--- src/rtl/hack_rom_loader_pkg.sv ---
// Shared types and constants for the Hack ROM serial loader.
// State encodings for the frame FSM and the UART receiver, plus frame helpers.
package hack_loader_pkg;

  localparam logic [7:0] HEADER_BYTE = 8'hA5;

  typedef enum logic [2:0] {
    ST_IDLE,
    ST_LEN_HI,
    ST_LEN_LO,
    ST_DATA_HI,
    ST_DATA_LO,
    ST_CHECK,
    ST_DONE,
    ST_ERROR
  } loader_state_e;

  typedef enum logic [2:0] {
    RX_IDLE,
    RX_START,
    RX_DATA,
    RX_STOP,
    RX_BREAK
  } rx_state_e;

  function automatic logic in_frame(input loader_state_e s);
    return (s == ST_LEN_HI) || (s == ST_LEN_LO) || (s == ST_DATA_HI) ||
           (s == ST_DATA_LO) || (s == ST_CHECK);
  endfunction

  // A word count is loadable when it is non-zero and fits the ROM depth.
  function automatic logic count_ok(input logic [15:0] count, input int unsigned addr_w);
    return (count != 16'd0) && ({1'b0, count} <= (17'd1 << addr_w));
  endfunction

endpackage

--- src/rtl/hack_rom_loader_if.sv ---
// Received-byte stream from the UART receiver to the frame state machine.
interface hack_rom_loader_if;
  logic [7:0] data;
  logic       byte_valid;
  logic       frame_err;

  modport master (output data, byte_valid, frame_err);
  modport slave  (input  data, byte_valid, frame_err);
endinterface

--- src/rtl/hack_rom_loader_uart_rx.sv ---
// 8N1 UART receiver: 2-flop synchronizer, mid-bit sampling, LSB-first shift.
// Emits one-cycle byte_valid or frame_err pulses the cycle after the stop sample.
module uart_rx
  import hack_loader_pkg::*;
#(
  parameter int unsigned CLKS_PER_BIT = 434
) (
  input  logic              clk_i,
  input  logic              rst_n_i,
  input  logic              rx_i,
  hack_rom_loader_if.master byte_if
);

  localparam int unsigned    CNT_W     = $clog2(CLKS_PER_BIT);
  localparam logic [CNT_W-1:0] HALF_LOAD = CNT_W'(CLKS_PER_BIT / 2 - 1);
  localparam logic [CNT_W-1:0] FULL_LOAD = CNT_W'(CLKS_PER_BIT - 1);

  rx_state_e        rx_state_q;
  logic             rx_meta_q;
  logic             rx_sync_q;
  logic [CNT_W-1:0] cnt_q;
  logic [2:0]       bit_q;
  logic [7:0]       shift_q;
  logic [7:0]       data_q;
  logic             byte_valid_q;
  logic             frame_err_q;

  always_ff @(posedge clk_i or negedge rst_n_i) begin
    if (!rst_n_i) begin
      rx_state_q   <= RX_IDLE;
      rx_meta_q    <= 1'b1;
      rx_sync_q    <= 1'b1;
      cnt_q        <= '0;
      bit_q        <= '0;
      shift_q      <= '0;
      data_q       <= '0;
      byte_valid_q <= 1'b0;
      frame_err_q  <= 1'b0;
    end else begin
      rx_meta_q    <= rx_i;
      rx_sync_q    <= rx_meta_q;
      byte_valid_q <= 1'b0;
      frame_err_q  <= 1'b0;
      unique case (rx_state_q)
        RX_IDLE: begin
          if (!rx_sync_q) begin
            cnt_q      <= HALF_LOAD;
            rx_state_q <= RX_START;
          end
        end
        RX_START: begin
          if (cnt_q != '0) begin
            cnt_q <= cnt_q - CNT_W'(1);
          end else if (!rx_sync_q) begin
            cnt_q      <= FULL_LOAD;
            bit_q      <= '0;
            rx_state_q <= RX_DATA;
          end else begin
            rx_state_q <= RX_IDLE;
          end
        end
        RX_DATA: begin
          if (cnt_q != '0) begin
            cnt_q <= cnt_q - CNT_W'(1);
          end else begin
            shift_q <= {rx_sync_q, shift_q[7:1]};
            cnt_q   <= FULL_LOAD;
            if (bit_q == 3'd7) begin
              rx_state_q <= RX_STOP;
            end else begin
              bit_q <= bit_q + 3'd1;
            end
          end
        end
        RX_STOP: begin
          if (cnt_q != '0) begin
            cnt_q <= cnt_q - CNT_W'(1);
          end else if (rx_sync_q) begin
            data_q       <= shift_q;
            byte_valid_q <= 1'b1;
            rx_state_q   <= RX_IDLE;
          end else begin
            frame_err_q <= 1'b1;
            rx_state_q  <= RX_BREAK;
          end
        end
        // After a bad stop bit, wait for the line to idle before hunting a start bit.
        RX_BREAK: begin
          if (rx_sync_q) rx_state_q <= RX_IDLE;
        end
        default: rx_state_q <= RX_IDLE;
      endcase
    end
  end

  assign byte_if.data       = data_q;
  assign byte_if.byte_valid = byte_valid_q;
  assign byte_if.frame_err  = frame_err_q;

endmodule

--- src/rtl/hack_rom_loader.sv ---
// Serial bootloader for the Hack instruction ROM; holds the CPU during a load.
// Optional inter-byte timeout is built when HACK_LOADER_TIMEOUT_EN is defined.
//
// state      | meaning
// IDLE       | after reset, waiting for header 0xA5
// LEN_HI     | expecting COUNT high byte
// LEN_LO     | expecting COUNT low byte, range-checked
// DATA_HI    | expecting instruction high byte
// DATA_LO    | expecting instruction low byte, then write
// CHECK      | expecting checksum byte
// DONE       | image loaded, CPU released, header restarts
// ERROR      | image aborted, CPU held, header restarts
module hack_rom_loader
  import hack_loader_pkg::*;
#(
  parameter int unsigned CLKS_PER_BIT = 434,
  parameter int unsigned ADDR_W       = 15,
  parameter int unsigned TIMEOUT_CLKS = 5_000_000
) (
  input  logic              i_CLK,
  input  logic              i_RESET_n,
  input  logic              i_RX,
  output logic [ADDR_W-1:0] o_ROM_Address,
  output logic [15:0]       o_ROM_Data,
  output logic              o_ROM_Write_EN,
  output logic              o_CPU_Hold,
  output logic              o_Busy,
  output logic              o_Done,
  output logic              o_Error
);

  localparam logic [ADDR_W-1:0] ADDR_ONE  = ADDR_W'(1);
  localparam logic [ADDR_W:0]   WORDS_ONE = (ADDR_W + 1)'(1);

  hack_rom_loader_if rx_bus ();

  uart_rx #(
    .CLKS_PER_BIT(CLKS_PER_BIT)
  ) u_rx (
    .clk_i   (i_CLK),
    .rst_n_i (i_RESET_n),
    .rx_i    (i_RX),
    .byte_if (rx_bus.master)
  );

  loader_state_e     state_q;
  logic [7:0]        cnt_hi_q;
  logic [7:0]        data_hi_q;
  logic [7:0]        sum_q;
  logic [ADDR_W:0]   words_left_q;
  logic [ADDR_W-1:0] addr_q;
  logic [15:0]       rom_data_q;
  logic              wr_q;
  logic              hold_q;
  logic              busy_q;
  logic              done_q;
  logic              error_q;
  logic [15:0]       len_word;
  logic              timeout_hit;

  assign len_word = {cnt_hi_q, rx_bus.data};

`ifdef HACK_LOADER_TIMEOUT_EN
  localparam int unsigned     TO_W    = (TIMEOUT_CLKS > 2) ? $clog2(TIMEOUT_CLKS) : 1;
  localparam logic [TO_W-1:0] TO_LOAD = TO_W'(TIMEOUT_CLKS - 1);

  logic [TO_W-1:0] to_cnt_q;

  always_ff @(posedge i_CLK or negedge i_RESET_n) begin
    if (!i_RESET_n) begin
      to_cnt_q <= TO_LOAD;
    end else if (!in_frame(state_q) || rx_bus.byte_valid) begin
      to_cnt_q <= TO_LOAD;
    end else if (to_cnt_q != '0) begin
      to_cnt_q <= to_cnt_q - TO_W'(1);
    end
  end

  assign timeout_hit = in_frame(state_q) && (to_cnt_q == '0);
`else
  assign timeout_hit = 1'b0;
`endif

  always_ff @(posedge i_CLK or negedge i_RESET_n) begin
    if (!i_RESET_n) begin
      state_q      <= ST_IDLE;
      cnt_hi_q     <= '0;
      data_hi_q    <= '0;
      sum_q        <= '0;
      words_left_q <= '0;
      addr_q       <= '0;
      rom_data_q   <= '0;
      wr_q         <= 1'b0;
      hold_q       <= 1'b0;
      busy_q       <= 1'b0;
      done_q       <= 1'b0;
      error_q      <= 1'b0;
    end else begin
      wr_q <= 1'b0;
      // Skipping the post-write increment on the last word keeps a full-depth load from wrapping.
      if (wr_q && (words_left_q != '0)) addr_q <= addr_q + ADDR_ONE;

      if (rx_bus.frame_err && in_frame(state_q)) begin
        state_q <= ST_ERROR;
        busy_q  <= 1'b0;
        error_q <= 1'b1;
        hold_q  <= 1'b1;
      end else if (rx_bus.byte_valid) begin
        unique case (state_q)
          ST_IDLE, ST_DONE, ST_ERROR: begin
            if (rx_bus.data == HEADER_BYTE) begin
              state_q <= ST_LEN_HI;
              addr_q  <= '0;
              sum_q   <= '0;
              done_q  <= 1'b0;
              error_q <= 1'b0;
              busy_q  <= 1'b1;
              hold_q  <= 1'b1;
            end
          end
          ST_LEN_HI: begin
            cnt_hi_q <= rx_bus.data;
            sum_q    <= sum_q + rx_bus.data;
            state_q  <= ST_LEN_LO;
          end
          ST_LEN_LO: begin
            sum_q <= sum_q + rx_bus.data;
            if (count_ok(len_word, ADDR_W)) begin
              words_left_q <= len_word[ADDR_W:0];
              state_q      <= ST_DATA_HI;
            end else begin
              state_q <= ST_ERROR;
              busy_q  <= 1'b0;
              error_q <= 1'b1;
            end
          end
          ST_DATA_HI: begin
            data_hi_q <= rx_bus.data;
            sum_q     <= sum_q + rx_bus.data;
            state_q   <= ST_DATA_LO;
          end
          ST_DATA_LO: begin
            rom_data_q   <= {data_hi_q, rx_bus.data};
            wr_q         <= 1'b1;
            sum_q        <= sum_q + rx_bus.data;
            words_left_q <= words_left_q - WORDS_ONE;
            state_q      <= (words_left_q == WORDS_ONE) ? ST_CHECK : ST_DATA_HI;
          end
          ST_CHECK: begin
            busy_q <= 1'b0;
            if (rx_bus.data == sum_q) begin
              state_q <= ST_DONE;
              done_q  <= 1'b1;
              hold_q  <= 1'b0;
            end else begin
              state_q <= ST_ERROR;
              error_q <= 1'b1;
            end
          end
          default: state_q <= ST_IDLE;
        endcase
      end else if (timeout_hit) begin
        state_q <= ST_ERROR;
        busy_q  <= 1'b0;
        error_q <= 1'b1;
        hold_q  <= 1'b1;
      end
    end
  end

  assign o_ROM_Address  = addr_q;
  assign o_ROM_Data     = rom_data_q;
  assign o_ROM_Write_EN = wr_q;
  assign o_CPU_Hold     = hold_q;
  assign o_Busy         = busy_q;
  assign o_Done         = done_q;
  assign o_Error        = error_q;

endmodule

--- config.mk ---
export PLATFORM = sky130hd
export DESIGN_NAME = hack_rom_loader
export DESIGN_NICKNAME = d
export VERILOG_FILES = /design/src/rtl/hack_rom_loader_pkg.sv /design/src/rtl/hack_rom_loader_if.sv /design/src/rtl/hack_rom_loader_uart_rx.sv /design/src/rtl/hack_rom_loader.sv
export SDC_FILE = /design/constraint.sdc
export NUM_CORES = 1
export LEC_CHECK = 0
export ABC_CLOCK_PERIOD_IN_PS = 4600
export CORE_MARGIN = 3
export CORE_UTILIZATION = 50
export CTS_CLUSTER_DIAMETER = 120
export DETAILED_ROUTE_END_ITERATION = 7
export GPL_TIMING_DRIVEN = 0
export PLACE_DENSITY = 0.69
export SYNTH_ARGS = -nofsm -noshare
export SYNTH_HDL_FRONTEND = slang
export SYNTH_HIERARCHICAL = 1
export SYNTH_SLANG_ARGS = --single-unit
--- constraint.sdc ---
create_clock -name i_CLK -period 4.6 [get_ports i_CLK]
set_clock_uncertainty 0.15 [all_clocks]
set_input_delay 0.92 -clock i_CLK [delete_from_list [all_inputs] [get_ports i_CLK]]
set_output_delay 0.92 -clock i_CLK [all_outputs]
set_load 0.02 [all_outputs]
**Word level (Yosys, flattened, before mapping)**

Index checks and enable logic that the tools add are counted.

- Input port bits: 3
- Logic and storage cells: 160
- Flip-flop bits (word level): 114

- Add/subtract/negate cells: 5
- Order comparisons: 1
- Bitwise logic cells: 2
- Equal/unequal tests: 32
- Reductions and logical operators: 37
- Muxes and demuxes: 62

Operator list:

| operator | count |
|---|---|
| 15-bit 2-to-1 mux | 5 |
| 3-bit 2-to-1 mux | 16 |
| 9-bit 2-to-1 mux | 5 |
| 9-bit case mux with 4 select lines | 1 |
| 16-bit case mux with 2 select lines | 1 |
| 16-bit nonzero test | 2 |
| 1-bit 2-to-1 mux | 23 |
| 4-bit AND reduction | 5 |
| 3-bit equality test (second input constant) | 6 |
| 3-bit case mux with 6 select lines | 1 |
| 16-bit by 1-bit equality test with 1-bit output (second input constant) | 1 |
| 16-bit less-or-equal comparator (second input constant) | 1 |
| 16-bit 2-to-1 mux | 1 |
| 8-bit case mux with 2 select lines | 1 |
| 16-bit by 1-bit subtractor with 16-bit output (second input constant) | 1 |
| 15-bit by 1-bit adder with 15-bit output (second input constant) | 1 |
| 3-bit case mux with 5 select lines | 1 |
| 5-bit AND reduction | 3 |
| 2-bit != test (second input constant) | 7 |
| 3-bit by 2-bit equality test with 1-bit output (second input constant) | 4 |
| 3-bit != test (second input constant) | 4 |
| 3-bit AND reduction | 4 |
| 2-bit by 1-bit != test with 1-bit output (second input constant) | 5 |
| 2-bit nonzero test | 5 |
| 23 further kinds | 35 |

**Depth between registers and ports, before layout**

Gate-level depths: netlist (run 1).

- Depth in word-level cells: 8
- Depth in mapped cells: 8
- Mapped depth without buffers: 8

**Cells and area by module**

Netlist (run 1), hierarchy kept.

By module, submodules not included:

| module | times used | area each (um2) | cells an instance |
|---|---|---|---|
| hack_rom_loader | 1 | 4,508.1 | 500 |
| uart_rx | 1 | 1,697.9 | 146 |

**Worst setup path after synthesis (run 1)**

OpenSTA, ideal clock, no wires.

- Path kind: reg-to-reg
- Start point: reg words_left_q[0]
- End point: reg words_left_q[12]
- Arrival time: 2,114 ps
- Setup time: 143 ps
- Required time: 4,307 ps
- Slack: 2,194 ps
- Cell stages (with the launch flop): 8
- Cells stage by stage: dfrtp_1 > inv_1 > ha_1 > or4b_1 > or4_1 > nor2_1 > mux2i_1 > o221ai_1

- Word-level cells in the longest chain between the ends: 2

Ends and longest elaborated chain:

| item | RTL line | source |
|---|---|---|
| from (decl) | hack_rom_loader.sv:50 | `logic [ADDR_W:0] words_left_q;` |
| from (signal assigned) | hack_rom_loader.sv:129 | `words_left_q <= len_word[ADDR_W:0];` |
| from (signal assigned) | hack_rom_loader.sv:146 | `words_left_q <= words_left_q - WORDS_ONE;` |
| 16-bit by 1-bit subtractor with 16-bit output | hack_rom_loader.sv:146 |  |
| 16-bit case mux with 2 select lines | hack_rom_loader.sv:109 | `unique case (state_q)` |

No other way between the ends.
A chain may end at the register's enable or synchronous reset.

**Final worst setup path (run 1)**

Ends and elaborated chain as after synthesis.

==> results of run 1 <==
flip-flops by register name (all words and copies together) (netlist names), 9 cells and up:
name and cells:
o_ROM_Address 15, o_ROM_Data 16, u_rx/cnt_q 9, words_left_q 16
routing by layer:
layer,routed length (um),share of wire (%),up-vias
met5,0,0,-
met4,269,1.8,0
met3,831,5.6,23
met2,7032,47,179
met1,6793,46,2634
li1,-,-,2505
report_power, final:
group	internal [mW]	switching (mW)	leakage (nW)
combinational	0.00469	0.0202	1.50
sequential	1.01	0.00111	1.57
clock	0.853	0.470	0.285
cell families after synthesis:
kind of cell	after synthesis	synth area share, %
multiplexers	38	6.714
adder cells (fa/ha/maj)	15	3.145
flip-flops	114	46.01
XOR/XNOR	14	1.976
AND/OR/NAND/NOR	260	21.85
buffers and inverters	57	3.790
AO/OA/AOI/OAI	148	16.51
layout make-up:
| cell class | instances | area [um^2] |
|---|---|---|
| clock buffers | 20 | 436.7 |
| repair buffers | 39 | 409.1 |
| fillers | 1010 | 4641 |
| plain buffers | 30 | 133.9 |
| multi-input cells | 475 | 3115 |
| clock inverters | 12 | 158.9 |
| well taps | 168 | 210.2 |
| inverters | 27 | 101.3 |
| flip-flops and latches | 114 | 2855 |
worst max-delay path, cell delays in order (launching register included):
cell and delay (ns):
dfrtp_1 0.45, inv_1 0.14, ha_1 0.24, or4b_1 0.57, or4_1 0.54, nor2_1 0.18
mux2i_1 0.20, o221ai_1 0.12
through the flow:
step	hold slack, ns	setup TNS, ns	instances	instance area (um^2)
floorplan	0.1952	0	646	6206
global placement	0.1957	-216.67	852	6797
detailed placement	0.1973	0	853	6825
CTS	0.1711	0	885	7421
global route	0.1713	0	885	7421
finish	0.1752	0	885	7421
Yosys cell counts (all sizes together) (8+ instances only):
cell,count,area [um^2]
o211ai,11,87.58
xor2,10,87.58
nor2,50,187.7
inv,27,101.4
nor3,28,150.1
nor4,12,81.33
dfrtp,112,2803
o2111ai,8,70.07
mux2,29,326.6
mux2i,9,90.09
o21ai,36,183.9
or4,11,93.84
ha,14,175.2
a21oi,29,145.1
a31oi,12,90.09
nand3,14,70.07
clkbuf,23,86.33
or3,12,75.07
nand2,83,311.6
final timing paths:
kind,end,cells past startpoint,from
setup / recovery,words_left_q[12],7,words_left_q[0]
hold / removal,words_left_q[3],1,i_RESET_n
setup reg to reg,words_left_q[12],7,words_left_q[0]
hold reg to reg,u_rx/rx_sync_q,0,u_rx/rx_meta_q
max in group asynchronous,o_ROM_Address[2],2,i_RESET_n
min in group i_CLK,u_rx/rx_sync_q,0,u_rx/rx_meta_q
==> metrics.md, run 1 <==
| Metric | Value |
|---|---|
| Outcome | `complete, no violations` |
| Synth Instances | `~650` |
| Max Slew Vio Count | `0` |
| Die W | `roughly 120 um` |
| Final setup fails | `0` |
| Ant diodes | `0` |
| Initial antenna violation count | `0` |
| Static Leak | `3.350 nW` |
| Grt met2 use | `35.15%` |
| PwrDens | `317.2 nW/um^2` |
| First-pass GRT wire length | `26,000 um` |
| Setup bufs post-CTS | `0` |
| Tot Pwr | `2.354 mW` |
| Dpl hpwl | `10,490 um` |
| CP required | `4.73 ns` |
| Worst slack, placed | `1.888 ns` |
| Vias | `5,341` |
| CORE AREA | `between 10,000 and 15,000 um^2` |
| DIE HEIGHT | `roughly 120 um` |
| CTS clk-pin slew, worst paths | `0.06 ns` |
| Final Cycle Share | `59.28%` |
| Achievable clock frequency | `around 370 MHz` |
| Largest net degree at the start of global routing | `101` |
| DRC Markers | `0` |
| Post-detailed-route wirelength per cell | `16.87 um` |
| Number of synthesized flops with an enable pin | `0` |
| Hold Buf Count CTS | `0` |
| Std cell rows | `40` |
| Period minus WS final | `2.727 ns` |
| Max Root-Sink Buffers | `2` |
| Global-route met1 utilization | `31.89%` |
| H-tree depth | `4` |
| Max Cap Viol | `0` |
| Port bufs | `38` |
| Flop2flop setup slack | `1.87 ns` |
| VDD IR max | `259.1 uV` |
| Via density | `6.035` |
| Final Wtd Congestion | `around 0.92` |
| Post-synthesis cell area | `6206 um^2` |
| Final WS setup | `around 1.9 ns` |
| Main synth FF type | `dfrtp_1` |
| FF+latch count, synth | `114` |
| Post-Syn Nets | `664` |
| Sequential fraction of the synthesis area | `46.01%` |
| Max-slew headroom | `47.20%` |
| Drt total wl | `between 10,000 and 15,000 um` |
| RSZ-0062 raised after global routing | `no` |
| Synthesis Warnings | `6` |
| CP arrival | `approximately 2.9 ns` |
| Routed Antenna Nets | `0` |
| Initial drt markers | `452` |
| Slew @ Worst Pin | `0.7885 ns` |
| Area grow syn2layout | `19.58%` |
| Commonest non-fill, non-tap cells in the layout | `112 x dfrtp_1, 83 x nand2_1, 50 x nor2_1` |
| Layout cells sized above 1 | `12.41%` |
| Netlist cell types | `70` |
| Met3 GRT Util | `5.448%` |
| Initial Util | `51.45%` |
| CTS buffer count | `17` |
| Worst Setup End Kind | `flip-flop` |
| Root Driver | `clkbuf_16` |
| Post-Route Utilization | `61.52%` |
| Final number of hold-violating endpoints | `0` |
| Clock Sinks | `114` |
| Total track usage | `22.90%` |
| Worst-Skew Late Latency | `~0.42 ns` |
| Most common cell after layout, fill and taps aside | `dfrtp_1` |
| Min-Delay Path Class | `in2async` |
| Io pins | `39` |
| Gates resized, CTS repair | `0` |
| Full die area | `13,790 um^2` |
| Drt first pass iters | `5` |
| CP max FO | `7` |
| Startpoint Class | `flip-flop` |
| Vias in the first global route | `5,209` |
| Final net count | `722` |
| Post-synthesis async set-or-reset flop share | `100.0%` |
| Syn Area/Cell | `about 9.6 um^2` |
| WS Path Type | `reg2reg` |
| GRT Max-Usage Layer | `met2` |
| GR Overflow Total | `0` |
| TritonCTS clock tree | `yes` |
Note: power is estimated with default switching activity, not from simulation.
==> run 2, diff against run 1 <==
ABC_CLOCK_PERIOD_IN_PS = 2300   (was 4600)
PLACE_DENSITY = 0.72   (was 0.69)
clock period = 2.3 ns   (was 4.6 ns; I/O delays follow)
==> run 2 against run 1 <==
Against the previous run:
- fmax grew 14%
- sequential share of layout area shrank 3.1 points
- critical path type unchanged
- clock power grew 93%
- critical endpoint is now o_ROM_Address[3]
- combinational power grew 110%
- critical path depth shrank 1
- die area is the same
- the run now ends with setup timing left
- largest power group unchanged
- cell count grew 4.3%
- highest routed layer unchanged
- global-route usage grew 0.85 points
==> metrics.md, run 2 (synthesis gave the netlist of run 1 again) <==
| Metric | Value |
|---|---|
| First-pass GRT wire length | `26,930 um` |
| TritonCTS clock tree | `yes` |
| CORE AREA | `12,060 um^2` |
| Largest net degree at the start of global routing | `76` |
| Sum Neg Setup Slack | `-0.6831 ns` |
| Worst Setup End Kind | `flip-flop` |
| Final Cycle Share | `103.7%` |
| Drt first pass iters | `8` |
| Std cell rows | `40` |
| Layout cells sized above 1 | `25.96%` |
| Commonest non-fill, non-tap cells in the layout | `101 x dfrtp_1, 81 x nand2_1, 46 x nor2_1` |
| Worst reg2reg path depth | `6` |
| Max-slew headroom | `between 50% and 60%` |
| Initial antenna violation count | `0` |
| Vias | `5,606` |
| Failing checks | `setup timing` |
| Initial Util | `51.45%` |
| Dpl hpwl | `10,520 um` |
| Routed Antenna Nets | `0` |
| Full die area | `13,790 um^2` |
| DIE HEIGHT | `approximately 120 um` |
| DRC Markers | `0` |
| WS Path Type | `reg2reg` |
| H-tree depth | `4` |
| Final setup fails | `13` |
| GR Overflow Total | `0` |
| Outcome | `finished with violations` |
| Max Slew Vio Count | `0` |
| Final net count | `760` |
| Worst-Skew Late Latency | `a little over 0.4 ns` |
| Vias in the first global route | `5,422` |
| VDD IR max | `853.7 uV` |
| RSZ-0062 raised after global routing | `yes` |
| Final WS setup | `-0.08433 ns` |
| CP arrival | `2.53 ns` |
| Achievable clock frequency | `between 400 and 500 MHz` |
| Max Cap Viol | `0` |
| Die W | `roughly 120 um` |
| Hold depth | `0` |
| Final Wtd Congestion | `0.9516` |
| Fillers | `897` |
| CTS clk-pin slew, worst paths | `0.05 ns` |
| Io pins | `39` |
| Root Driver | `clkbuf_16` |
| Static Leak | `~3.6 nW` |
| Initial drt markers | `627` |
| Min-Delay Path Class | `reg2reg` |
| Period minus WS final | `2.384 ns` |
| CP required | `2.45 ns` |
| Post-detailed-route wirelength per cell | `17.96 um` |
| Startpoint Class | `flip-flop` |
| CTS buffer count | `17` |
| Port bufs | `38` |
| PwrDens | `between 500 and 600 nW/um^2` |
| Area grow syn2layout | `30.65%` |
| Max Root-Sink Buffers | `2` |
| Slew @ Worst Pin | `0.6294 ns` |
| Ant diodes | `0` |
| Total track usage | `23.75%` |
| CP max FO | `5` |
| Clock Sinks | `114` |
| Final hold slack | `0.2045 ns` |
| Most common cell after layout, fill and taps aside | `dfrtp_1` |
| Via density | `6.074` |
| Drt total wl | `16,580 um` |
| Final number of hold-violating endpoints | `0` |
run 2: changes by cell type in the layout (fill, tap and decap cells not counted), moves of 6 or more:
cell      previous run  this run
dfrtp_1            112       101
ha_1                14         8
buf_4                0        40
dfrtp_2              0        11
o21ai_1              1         8
o21ai_0             34        27
clkbuf_1            26        17
nor4_1              11         4
run 2: final timing paths:
check / from / end / slack (ns)
worst min register to register: u_rx/rx_meta_q / u_rx/rx_sync_q / 0.20
min in group asynchronous: i_RESET_n / words_left_q[3] / 0.44
worst max register to register: words_left_q[12] / o_ROM_Address[3] / -0.08
worst min-delay path: u_rx/rx_meta_q / u_rx/rx_sync_q / 0.20
worst max-delay path: words_left_q[12] / o_ROM_Address[3] / -0.08
max in group asynchronous: i_RESET_n / u_rx/rx_meta_q / 0.78
run 2: what timing repair did:
item | 4_1_cts | 5_1_grt
resized for setup | 44 | 66
setup buffers | 18 | 19
pin swaps | 6 | 20
cloned | 1 | 0
hold endpoints to repair | 39 | 0
hold buffers | 1 | 0
setup endpoints to repair | 87 | 84
run 2: report_power, final:
group          switching, mW  total (mW)  internal (mW)
Combinational         0.0413      0.0512        0.00984
Clock                  0.956        2.55           1.59
Sequential           0.00224        2.01           2.01
run 2: stage by stage:
step | util [%] | area, um^2 | setup WS [ns] | total power, mW | std cells
floorplan | - | 6220 | -0.01686 | 2.050 | 646
global placement | 56.46 | 6810 | -3.710 | 2.095 | 852
detailed placement | 56.67 | 6835 | -0.3954 | 2.100 | 853
CTS | 64.01 | 7721 | -0.1033 | 4.660 | 904
global route | 67.22 | 8108 | -0.1609 | 4.757 | 923
finish | 67.22 | 8108 | -0.08433 | 4.615 | 923
run 2: critical path, stage by stage, from the launching register on:
cell	delay, ns
dfrtp_1	0.39
or4_4	0.57
or4_4	0.58
buf_6	0.16
o2111ai_1	0.19
xor2_1	0.17
nor2_1	0.06
run 2: cell type report:
type	count	area [um^2]	share of cell area, %
clock inverters	12	133.9	1.651
repair buffers	78	720.7	8.889
clock buffers	20	436.7	5.386
flip-flops and latches	114	2869	35.39
well taps	168	210.2	2.593
inverters	27	103.9	1.281
multi-input cells	475	3478	42.90
plain buffers	29	155.1	1.914
run 2: metal layers:
metal / share of wire [%] / vias up / global-route usage, % / wire, um
met5: 0 / - / 0 / 0
met4: 2.2 / 0 / 7.698 / 367
met3: 6.9 / 38 / 6.075 / 1142
met2: 50 / 240 / 39.81 / 8240
met1: 41 / 2753 / 30.22 / 6829
li1: - / 2575 / - / -
==> RTL change: new RTL, config.mk and constraints of run 1 <==
Put one more register stage on the output `o_ROM_Address`. The value now appears one clock later. The other outputs are not delayed to match.
--- a/src/rtl/hack_rom_loader.sv
+++ b/src/rtl/hack_rom_loader.sv
@@ -169,5 +169,7 @@
   end
 
-  assign o_ROM_Address  = addr_q;
+  always_ff @(posedge i_CLK) begin
+    o_ROM_Address <= addr_q;
+  end
   assign o_ROM_Data     = rom_data_q;
   assign o_ROM_Write_EN = wr_q;
Behaviour: same outputs for any inputs over 10 cycles, from zero or initial values and one cycle with i_RESET_n low; that may be too few to reach the edited logic, so the function may still have changed.
==> RTL change against run 1 <==
Global-route usage decreased by 0.62 points. Cell area increased by 5.0%. Maximum frequency decreased by 3.1%. Critical path depth decreased by 1. Die area increased by 5.4%. Synthesized cell count increased by 1.2%. Count of clock-buffer cells in the layout decreased by 2. Sequential cell count increased by 15. Highest routed layer unchanged. Core utilization decreased by 0.27 points. Synthesized area increased by 5.7%. Worst setup slack got worse by 87 ps. Routed wire length increased by 2.7%. Non-clock buffer count increased by 3. Total power increased by 8.1%.
==> RTL change: results (changes against run 1) <==
stage;metric;value;unit;change
run_status;outcome;completed;;unchanged
detailed_routing;DR vias/cell;6.05;;was 6.04
cts;post-CTS sizing;0;;unchanged
detailed_routing;initial drt markers;384;;was 452
synth;synth unique cells;80;;was 70
synth;top post-synthesis cells by area;dfrtp_1 43%, mux2_2 6.0%, nand2_1 5.3%, dfxtp_1 4.6%, ha_1 2.7%;;was dfrtp_1 45%, mux2_2 5.3%, nand2_1 5.0%, nor2_1 3.0%, ha_1 2.8%
setup_path;R2R Path Start;u_rx/byte_if.data[6]$_DFFE_PN0P_;;was words_left_q[0]$_DFFE_PN0P_
synth;Synth warnings;6;;unchanged
synth;syn_nets;672;;was 664
finish;Final #Nets;730;;was 722
placement;Post-DP HPWL;10.6;mm;was 10.5 mm
worst_hold_path;HP Class;register to register;;was input pin to asynchronous set/reset pin
global_routing;largest net degree at the start of global routing;70;;was 101
setup_path;crit path max fanout;10;;was 7
detailed_routing;Routed Wire Length;15.3;mm;was 14.9 mm
detailed_routing;drt first pass iters;5;;unchanged
setup_path;max incr delay on CP;530;ps;was 570 ps
global_routing;global-route wire length before repair;26.0;mm;about the same
finish;fraction of layout cells with a size suffix above 1;14.6;%;was 12.4%
pwr;Power Internal;0.00200;W;was 0.00186 W
synth;Post-synth ARST share;88.4;%;was 100%
global_routing;vias in the first global route;5319;;was 5209
pwr;Peak VDD IR;0.276;mV;was 0.259 mV
sta;Relative slew margins;55.3;%;was 47.2%
setup_path;critical path's top delay family;compound AO/OA/AOI/OAI gates;;was simple AND/OR/NAND/NOR gates
pwr;cell leakage power;3.41;nW;was 3.35 nW
global_routing;GRT Util Overall;22.3;%;was 22.9%
setup_path;CP Data Arrival Time;2940;ps;was 2850 ps
synth;synth cell count leaders;112 x dfrtp_1, 93 x nand2_1, 36 x nor2_1, 35 x mux2_2, 27 x o21ai_0;;was 112 x dfrtp_1, 83 x nand2_1, 50 x nor2_1, 34 x o21ai_0
placement;placer congestion estimate;0.894;;was 0.919
setup_path;slowest stage cell, crit path;dfrtp_1;;was or4b_1
synth;register area share after synthesis;48.1;%;was 46.0%
RTL change: worst paths after layout:
check | end | slack (ps) | cells after the start
worst max register to register | words_left_q[11]$_DFFE_PN0P_ | 1790 | 6
worst min register to register | u_rx/rx_sync_q$_DFF_PN1_ | 210 | 0
worst min-delay path | u_rx/rx_sync_q$_DFF_PN1_ | 210 | 0
min in group asynchronous | words_left_q[8]$_DFFE_PN0P_ | 280 | 1
max in group asynchronous | u_rx/rx_sync_q$_DFF_PN1_ | 3300 | 2
worst max-delay path | words_left_q[11]$_DFFE_PN0P_ | 1790 | 6
RTL change: power groups by stage:
stage	Sequential, W	Clock, W	Combinational [W]
floorplan	0.00116	0	0.00000134
global placement	0.00116	0	0.0000233
detailed placement	0.00116	0	0.0000267
CTS	0.00114	0.00140	0.0000269
global route	0.00114	0.00145	0.0000297
finish	0.00114	0.00138	0.0000251
RTL change: metal layers:
layer  vias up  part of all wire, %  GRT usage [%]
met3        21                  5.6           5.80
met2       174                   50           36.5
li1       2538                    -              -
met4         0                  1.4           8.50
met1      2694                   43           28.4
met5         -                    0              0
RTL change: layout make-up:
cell class	instances	area (um2)
Fill cell	1089	4930
Sequential cell	129	3160
Multi-Input combinational cell	465	3160
Clock buffer	18	429
Timing Repair Buffer	39	409
Tap cell	172	215
Clock inverter	14	176
Buffer	33	150
Inverter	27	101
RTL change: metrics by stage:
step / TNS [ps] / power (W) / area [um2] / setup WS, ps / cells
after floorplan: 0 / 0.00116 / 6560 / 2310 / 654
after global placement: -219820 / 0.00118 / 7160 / -1960 / 864
after detailed placement: 0 / 0.00118 / 7190 / 1830 / 865
after CTS: 0 / 0.00257 / 7790 / 1810 / 897
after global routing: 0 / 0.00262 / 7790 / 1670 / 897
final: 0 / 0.00254 / 7790 / 1790 / 897
RTL change: logic make-up after synthesis:
group                    Yosys count  synth area share (%)
flip-flops                       129                  48.1
AND/OR/NAND/NOR                  245                  20.1
buffers and inverters             60                  3.83
AO/OA/AOI/OAI                    145                  15.5
adder cells (fa/ha/maj)           15                  2.97
multiplexers                      45                  7.53
XOR/XNOR                          15                  2.00
